$ cat config.mk
export PLATFORM = sky130hd
export DESIGN_NAME = ac_seq_ctrl
export DESIGN_NICKNAME = d
export VERILOG_FILES = /design/src/rtl/ac_pkg.sv /design/src/rtl/ac_seq_dly.sv /design/src/rtl/ac_seq_ctrl.sv
export SDC_FILE = /design/constraint.sdc
export NUM_CORES = 1
export LEC_CHECK = 0
export ABC_AREA = 1
export CORE_UTILIZATION = 40
export DETAILED_ROUTE_END_ITERATION = 8
export PLACE_DENSITY = 0.74
export SLEW_MARGIN = 5
export SYNTH_ARGS = -nofsm -noshare
export SYNTH_HDL_FRONTEND = slang
export SYNTH_SLANG_ARGS = --single-unit
$ cat constraint.sdc
create_clock -name clk -period 7.58 [get_ports clk]
set_clock_uncertainty 0.15 [all_clocks]
set_input_delay 0.758 -clock clk [delete_from_list [all_inputs] [get_ports clk]]
set_output_delay 0.758 -clock clk [all_outputs]
set_load 0.02 [all_outputs]
$ cat src/rtl/ac_pkg.sv
// Shared definitions for the AC sequencer.
//   ac_seq_state_t : sequencer FSM states
//   AC_CFG_*       : bit positions inside the 3-bit AC config word
package ac_pkg;

    typedef enum logic [1:0] {
        IDLE,
        LOAD,
        STREAM,
        DRAIN
    } ac_seq_state_t;

    localparam int unsigned AC_CFG_ACC  = 2;
    localparam int unsigned AC_CFG_RELU = 1;
    localparam int unsigned AC_CFG_BN   = 0;

endpackage

$ cat src/rtl/ac_seq_dly.sv
// Two-stage delay line that aligns AC strobes with 1-cycle memory read data.
//   clk, rst        : clock, asynchronous active-high reset
//   rd_en           : psum read strobe (read cycle t)
//   bn_en           : BN read strobe (read cycle t)
//   last            : the psum read at t produces a final AC output
//   in_en           : rd_en delayed by one cycle
//   bn_param_in_en  : bn_en delayed by one cycle
//   f               : final-output strobe, two cycles after a qualifying read
module ac_seq_dly (
    input  logic clk,
    input  logic rst,
    input  logic rd_en,
    input  logic bn_en,
    input  logic last,
    output logic in_en,
    output logic bn_param_in_en,
    output logic f
);

    logic last_q;

    always_ff @(posedge clk or posedge rst) begin
        if (rst) begin
            in_en          <= 1'b0;
            bn_param_in_en <= 1'b0;
            last_q         <= 1'b0;
            f              <= 1'b0;
        end else begin
            in_en          <= rd_en;
            bn_param_in_en <= bn_en;
            last_q         <= rd_en & last;
            f              <= last_q;
        end
    end

endmodule

$ cat src/rtl/ac_seq_ctrl.sv
// Sequencer for one accumulation/BN/ReLU unit: per channel it loads BN
// parameters, streams the channel's partial sums and flags the final output.
//   clk, rst          : clock, asynchronous active-high reset
//   start             : run request pulse (ignored while busy)
//   cfg_num_psum      : partial sums per channel (latched at start)
//   cfg_num_ch        : channels per run (latched at start)
//   cfg_mode          : {acc_en, relu_en, bn_en} (latched at start)
//   psum_rd_en/addr   : psum buffer read port
//   bn_rd_en/addr     : BN memory read port (address = current channel)
//   ac_in_en, ac_F, ac_bn_param_in_en, ac_config_bits : AC control
//   busy, done, ch_idx: run status
module ac_seq_ctrl #(
    parameter int unsigned CNT_WIDTH  = 8,
    parameter int unsigned CH_WIDTH   = 8,
    parameter int unsigned ADDR_WIDTH = 16
) (
    input  logic                  clk,
    input  logic                  rst,
    input  logic                  start,
    input  logic [CNT_WIDTH-1:0]  cfg_num_psum,
    input  logic [CH_WIDTH-1:0]   cfg_num_ch,
    input  logic [2:0]            cfg_mode,
    output logic                  psum_rd_en,
    output logic [ADDR_WIDTH-1:0] psum_rd_addr,
    output logic                  bn_rd_en,
    output logic [CH_WIDTH-1:0]   bn_rd_addr,
    output logic                  ac_in_en,
    output logic                  ac_F,
    output logic                  ac_bn_param_in_en,
    output logic [2:0]            ac_config_bits,
    output logic                  busy,
    output logic                  done,
    output logic [CH_WIDTH-1:0]   ch_idx
);

    import ac_pkg::*;

    ac_seq_state_t         state_q, state_n;
    logic [CH_WIDTH-1:0]   ch_q, ch_n;
    logic [CNT_WIDTH-1:0]  beat_q, beat_n;
    logic [ADDR_WIDTH-1:0] addr_q, addr_n;
    logic [CNT_WIDTH-1:0]  num_psum_q, num_psum_n;
    logic [CH_WIDTH-1:0]   num_ch_q, num_ch_n;
    logic [2:0]            mode_q, mode_n;
    logic                  busy_n, done_n;
    logic                  last_q, last_n;

    // Strobes and counters are registered from the next-state values so the
    // outputs seen in a cycle describe the state being executed in that cycle.
    always_comb begin
        state_n    = state_q;
        ch_n       = ch_q;
        beat_n     = beat_q;
        addr_n     = addr_q;
        num_psum_n = num_psum_q;
        num_ch_n   = num_ch_q;
        mode_n     = mode_q;
        busy_n     = busy;
        done_n     = 1'b0;
        case (state_q)
            IDLE: begin
                if (start) begin
                    if (cfg_num_psum != '0 && cfg_num_ch != '0) begin
                        state_n    = LOAD;
                        num_psum_n = cfg_num_psum;
                        num_ch_n   = cfg_num_ch;
                        mode_n     = cfg_mode;
                        ch_n       = '0;
                        addr_n     = '0;
                        busy_n     = 1'b1;
                    end else begin
                        done_n = 1'b1;
                    end
                end
            end
            LOAD: begin
                state_n = STREAM;
                beat_n  = '0;
            end
            STREAM: begin
                addr_n = addr_q + ADDR_WIDTH'(1);
                beat_n = beat_q + CNT_WIDTH'(1);
                if (beat_q == num_psum_q - CNT_WIDTH'(1)) begin
                    if (ch_q < num_ch_q - CH_WIDTH'(1)) begin
                        ch_n    = ch_q + CH_WIDTH'(1);
                        state_n = LOAD;
                    end else begin
                        state_n = DRAIN;
                    end
                end
            end
            DRAIN: begin
                // Once the first delay stage is empty, the final F strobe is
                // in its last stage this cycle, so the run ends here.
                if (!ac_in_en) begin
                    state_n = IDLE;
                    busy_n  = 1'b0;
                    done_n  = 1'b1;
                end
            end
            default: state_n = IDLE;
        endcase
        last_n = (state_n == STREAM) &&
                 (!mode_n[AC_CFG_ACC] || beat_n == num_psum_n - CNT_WIDTH'(1));
    end

    always_ff @(posedge clk or posedge rst) begin
        if (rst) begin
            state_q    <= IDLE;
            ch_q       <= '0;
            beat_q     <= '0;
            addr_q     <= '0;
            num_psum_q <= '0;
            num_ch_q   <= '0;
            mode_q     <= '0;
            busy       <= 1'b0;
            done       <= 1'b0;
            psum_rd_en <= 1'b0;
            bn_rd_en   <= 1'b0;
            last_q     <= 1'b0;
        end else begin
            state_q    <= state_n;
            ch_q       <= ch_n;
            beat_q     <= beat_n;
            addr_q     <= addr_n;
            num_psum_q <= num_psum_n;
            num_ch_q   <= num_ch_n;
            mode_q     <= mode_n;
            busy       <= busy_n;
            done       <= done_n;
            psum_rd_en <= (state_n == STREAM);
            bn_rd_en   <= (state_n == LOAD);
            last_q     <= last_n;
        end
    end

    assign psum_rd_addr   = addr_q;
    assign bn_rd_addr     = ch_q;
    assign ch_idx         = ch_q;
    assign ac_config_bits = mode_q;

    ac_seq_dly u_dly (
        .clk            (clk),
        .rst            (rst),
        .rd_en          (psum_rd_en),
        .bn_en          (bn_rd_en),
        .last           (last_q),
        .in_en          (ac_in_en),
        .bn_param_in_en (ac_bn_param_in_en),
        .f              (ac_F)
    );

endmodule

Yosys cells after proc, flatten, opt, wreduce, memory -nomap -nowiden
Index checks and enable logic that the tools add are counted.
{ "totals": {"register_bits": 62, "latchBits": 0, "mem_bits_rw": 0, "mem_bits_ro": 0, "inputBits": 22, "wordCells": 79, "memories": 0} }
{ "op_classes": {"n_addsub": 6, "n_mul": 0, "div": 0, "magnitude_cmp": 1, "eq_ne": 12, "n_shift": 0, "mux": 29, "n_bitwise": 1, "reduce_logical": 13} }
{ "ops": {"columns": ["cell", "count"], "rows": [
  ["two-way mux 8 bit", 7],
  ["two-way mux 16 bit", 2],
  ["case mux 16 bit (2 select lines)", 1],
  ["case mux 8 bit (2 select lines)", 2],
  ["subtractor 8 x 1 -> 8 bit (second input constant)", 3],
  ["adder 16 x 1 -> 16 bit (second input constant)", 1],
  ["adder 8 x 1 -> 8 bit (second input constant)", 2],
  ["equality test 8 bit", 2],
  ["nonzero test 8 bit", 2],
  ["two-way mux 2 bit", 5],
  ["!= test 2 bit (second input constant)", 5],
  ["two-way mux 3 bit", 3],
  ["less-than comparator 8 bit", 1],
  ["case mux 2 bit (4 select lines)", 1],
  ["equality test 2 bit (second input constant)", 3],
  ["two-way mux 1 bit", 6],
  ["AND reduction 3 bit", 2],
  ["AND reduction 5 bit", 1],
  ["equality test 2 x 1 -> 1 bit (second input constant)", 2],
  ["case mux 1 bit (2 select lines)", 2],
  ["AND reduction 4 bit", 1],
  ["nonzero test 2 bit", 2],
  ["logical AND 1 bit", 2],
  ["zero test 2 bit", 1],
  ["3 further kinds", 3]
]} }

Logic depth before layout (Yosys ltp)
{ "logic_depth": {"ltp_word": 9, "depth_mapped": 18, "mapped_depth_nobuf": 18} }

Hierarchy
Synthesis repeated with hierarchy kept, for this count alone.
{ "hier_totals": {"cells_unflattened": 526, "hier_area_um2": 3967.6} }
{ "modules_own_cells": {"columns": ["mod", "instances", "cells_per_inst", "area_each_um2", "seq_area_each_um2"], "rows": [
  ["ac_seq_ctrl", 1, 519, 3856.2, 1451.4],
  ["ac_seq_dly", 1, 7, 111.4, 100.1]
]} }

Worst setup path before layout
Ideal clock, no wire load.
{ "synth_timing": {"path_type": "input -> register", "startpoint": "input cfg_num_psum[2]", "endpoint": "register last_q", "setup_time_ns": 0.077, "t_arrival_ns": 2.390, "t_required_ns": 7.353, "slack_ns": 4.963, "cell_stages": 18, "path_buffers": 0, "path_cell_list": "nor2_1 -> nand2_2 -> inv_2 -> nand2_2 -> nand3_4 -> nand2_1 -> nand2_2 -> inv_2 -> ha_1 -> xor2_1 -> nand2_1 -> nor2_1 -> nand2_1 -> nor2_1 -> nand2_1 -> nor2_1 -> nand3_1 -> a21oi_1"} }
{ "synth_between": {"elab_chain_len": 9, "elab_cells_between_ends": 17, "cone_classes": "1 x add/sub; 2 x eq/ne; 9 x mux; 5 x reduce/logical"} }
{ "synth_rtl": {"columns": ["item", "line_no", "source"], "rows": [
  ["from (decl)", "ac_seq_ctrl.sv:20", "input logic [CNT_WIDTH-1:0] cfg_num_psum,"],
  ["nonzero test 8 bit", "ac_seq_ctrl.sv:63", "if (cfg_num_psum != '0 && cfg_num_ch != '0) begin"],
  ["logical AND 1 bit", "ac_seq_ctrl.sv:63", null],
  ["two-way mux 8 bit", "ac_seq_ctrl.sv:63", null],
  ["two-way mux 8 bit", "ac_seq_ctrl.sv:62", "if (start) begin"],
  ["two-way mux 8 bit", "ac_seq_ctrl.sv:60", "case (state_q)"],
  ["net num_psum_n[0]", "ac_seq_ctrl.sv:42", "logic [CNT_WIDTH-1:0] num_psum_q, num_psum_n;"],
  ["subtractor 8 x 1 -> 8 bit", "ac_seq_ctrl.sv:104", "(!mode_n[AC_CFG_ACC] || beat_n == num_psum_n - CNT_WIDTH'(1));"],
  ["equality test 8 bit", "ac_seq_ctrl.sv:104", null],
  ["logical OR 1 bit", "ac_seq_ctrl.sv:104", null],
  ["logical AND 1 bit", "ac_seq_ctrl.sv:103", "last_n = (state_n == STREAM) &&"],
  ["net last_n", "ac_seq_ctrl.sv:46", "logic last_q, last_n;"],
  ["to (signal assigned)", "ac_seq_ctrl.sv:133", "last_q <= last_n;"],
  ["to (decl)", "ac_seq_ctrl.sv:46", null]
]} }
The timed path passes the listed nets, and every way through them passes these cells.
A chain may end at the register's enable or synchronous reset.

Worst setup path after layout
{ "layout_timing": {"startpoint": "input cfg_num_psum[4]", "endpoint": "register last_q"} }
Same word-level chain as after synthesis.

==> results.py <==
metrics = {
    "final_layout": {
        "fin_area_mm2": 0.00475,
        "final_common_cell": "nand2_1",
        "drive_above_1_share_pct": 8.26,
        "seqCellArea_mm2": 0.00155,
        "final_core_util_pct": 50.9,
        "fillers": 888,
        "nets": 603,
        "area_growth_pct": 22.5,
        "final_cell_mix": "109 x nand2_1, 70 x inv_1, 63 x clkdlybuf4s50_1",
        "multi_input_area_mm2": 0.00192,
        "n_antenna_cell": 0,
    },
    "drt": {
        "detail_route.wl_per_cell_um": 12.9,
        "drtIter0Drc": 177,
        "ant_nets": 0,
        "wirelength_um": 9010,
        "vias": 3515,
        "drcViolationCount": 0,
        "dr.pass1.iters": 4,
        "vias_per_cell": 5.04,
    },
    "pwr": {
        "p_leak_nw": 2.22,
        "power_density_mw_per_mm2": 310,
        "total_power_mw": 1.47,
        "vdd_drop_max_mv": 0.126,
    },
    "placed_design": {
        "port_buffers": 63,
        "place_congestion": 0.933,
        "placed_cell_area_mm2": 0.00456,
        "hpwl_um": 6880,
    },
    "clocking": {
        "cts_setup_buffers": 0,
        "post_cts_resize_count": 0,
        "h-tree-depth": 3,
        "cts_tree": "built",
        "cts.sinks": 62,
        "clockRootBuffer": "clkbuf_8",
        "cts_made_buffers": 9,
        "clk_pin_slew_ns": 0.07,
        "insertion_delay_ns": 0.35,
        "clockBufferDepth": 2,
        "holdBufCountCts": 0,
    },
    "setup_path": {
        "path_class": "in -> reg",
        "arrival_ns": 3.39,
        "crit_fanout": 27,
        "crit_path_start_kind": "primary input",
        "endpoint_kind": "flip-flop",
        "cp.required_ns": 7.70,
    },
    "global_routing": {
        "grt_overflow": 0,
        "antenna_found_initial": 0,
        "grt_pass1_vias": 3428,
        "grt_pass1_wl_um": 15200,
        "grt_use_total_pct": 19.2,
        "grt_max_degree": 63,
    },
    "yosys": {
        "synth_area_leaders": "dfrtp_1 40%, nand2_1 11%, inv_1 6.9%",
        "ys_ff_latch": 62,
        "netlist_area_mm2": 0.00387,
        "yosysSeqAreaShare_pct": 40.0,
        "yosysUniqueCellTypes": 34,
        "synth_cells": 507,
        "yosysWarnings": 0,
        "synth_nets": 546,
        "syn_area_per_cell_um2": 7.64,
        "synth_top_area_share_pct": 40.0,
        "synth_top_area_cell": "dfrtp_1",
    },
    "timing": {
        "rsz0062_at_grt": "no",
        "slew_viol_final": 0,
        "hold_viol": 0,
        "maxSlewHeadroom_pct": 42.9,
        "min_period_ns": 3.26,
        "fin_crit_sh_pct": 43.1,
        "fmaxAchievable_mhz": 306,
        "fin_tns_setup_ns": 0,
        "hold_ws_ns": 0.207,
        "setup_violations": 0,
        "worst_pin_slew_ns": 0.856,
    },
    "floorplan": {
        "coreArea_mm2": 0.00933,
        "die_width_um": 100,
        "die_h_um": 100,
        "start_util_pct": 41.5,
        "ios": 64,
        "core.rowCount": 35,
        "die_area_mm2": 0.0101,
    },
    "min_path": {
        "hp-class": "reg -> reg",
    },
    "flow_run": {
        "max-cap-violations": 0,
    },
    "run_status": {
        "outcome": "complete, no violations",
    },
}
-- synthesized netlist by cell type, drive strengths merged --
cell / number
o21a: 3
a21oi: 27
xnor2: 5
o41ai: 1
nor3b: 3
nand4: 13
ha: 17
nand3: 43
nor4: 1
nand2: 118
inv: 77
buf: 15
xnor3: 2
nand3b: 4
a22o: 1
o22ai: 6
nor3: 13
xor2: 14
nor2: 50
clkbuf: 3
dfrtp: 62
o21ai: 28
a31oi: 1
-- layer usage --
metal	routed length [um]	GRT usage [%]	up-vias	share of wire [%]
met5	0	0	-	0
met2	4440	33.8	105	49
met1	3910	22.7	1640	43
met3	426	3.69	20	4.7
li1	-	-	1750	-
met4	234	8.70	0	2.6
-- where the power goes --
group          internal, mW  leakage, nW  total, mW  switching, mW
combinational         0.266         1.30      0.701          0.435
sequential            0.413        0.817      0.486         0.0735
clock                 0.151        0.100      0.286          0.134
-- cell type report --
cell class | count | area share [%]
flip-flops and latches | 62 | 32.7
inverters | 77 | 6.09
repair buffers | 64 | 13.4
clock inverters | 6 | 1.32
multi-input cells | 350 | 40.4
clock buffers | 10 | 2.69
well taps | 129 | 3.40
-- path summary, 6_finish.rpt --
| check | startpoint | end | slack (ns) | cells past startpoint |
|---|---|---|---|---|
| min in group asynchronous | rst | psum_rd_addr[5] | 0.80 | 3 |
| worst max register to register | state_q[1] | last_q | 4.52 | 16 |
| max in group asynchronous | rst | num_psum_q[2] | 5.97 | 3 |
| worst min register to register | u_dly.last_q | u_dly.f | 0.21 | 0 |
| worst max-delay path | cfg_num_psum[4] | last_q | 4.32 | 19 |
| worst min-delay path | u_dly.last_q | u_dly.f | 0.21 | 0 |
-- cells by family after synthesis --
group | synth area share (%)
and+or+nand+nor | 28.9
adders and majority gates | 5.49
AOI/OAI and AO/OA | 9.65
buffers and inverters | 10.5
DFF | 40.0
xor gates and xnor gates | 5.46
-- worst max-delay path, stage by stage --
cell	delay [ns]
clkdlybuf4s50_1	0.44
nor2_1	0.22
nand2_2	0.10
inv_2	0.06
nand2_2	0.05
nand3_4	0.29
nand2_1	0.15
nand2_2	0.12
inv_2	0.06
ha_1	0.30
xor2_1	0.15
nand2_1	0.06
nor2_1	0.10
nand2_1	0.05
nor2_1	0.10
nand2_1	0.06
nor2_1	0.09
nand3_1	0.08
a21oi_1	0.12
-- stage by stage --
| stage | worst slack [ns] | cells |
|---|---|---|
| after floorplan | 4.96 | 507 |
| after detailed placement | 4.00 | 682 |
| final | 4.32 | 698 |
| after CTS | 4.35 | 698 |
| after global placement | 4.05 | 682 |
| after global routing | 3.98 | 698 |
-- registers in the layout, summed over array words and instances, names as in the netlist, 2 cells and up --
signal	cells
ac_config_bits	3
beat_q	8
bn_rd_addr	8
num_ch_q	8
num_psum_q	8
psum_rd_addr	16
state_q	2
Note: power is estimated with default switching activity, not from simulation.
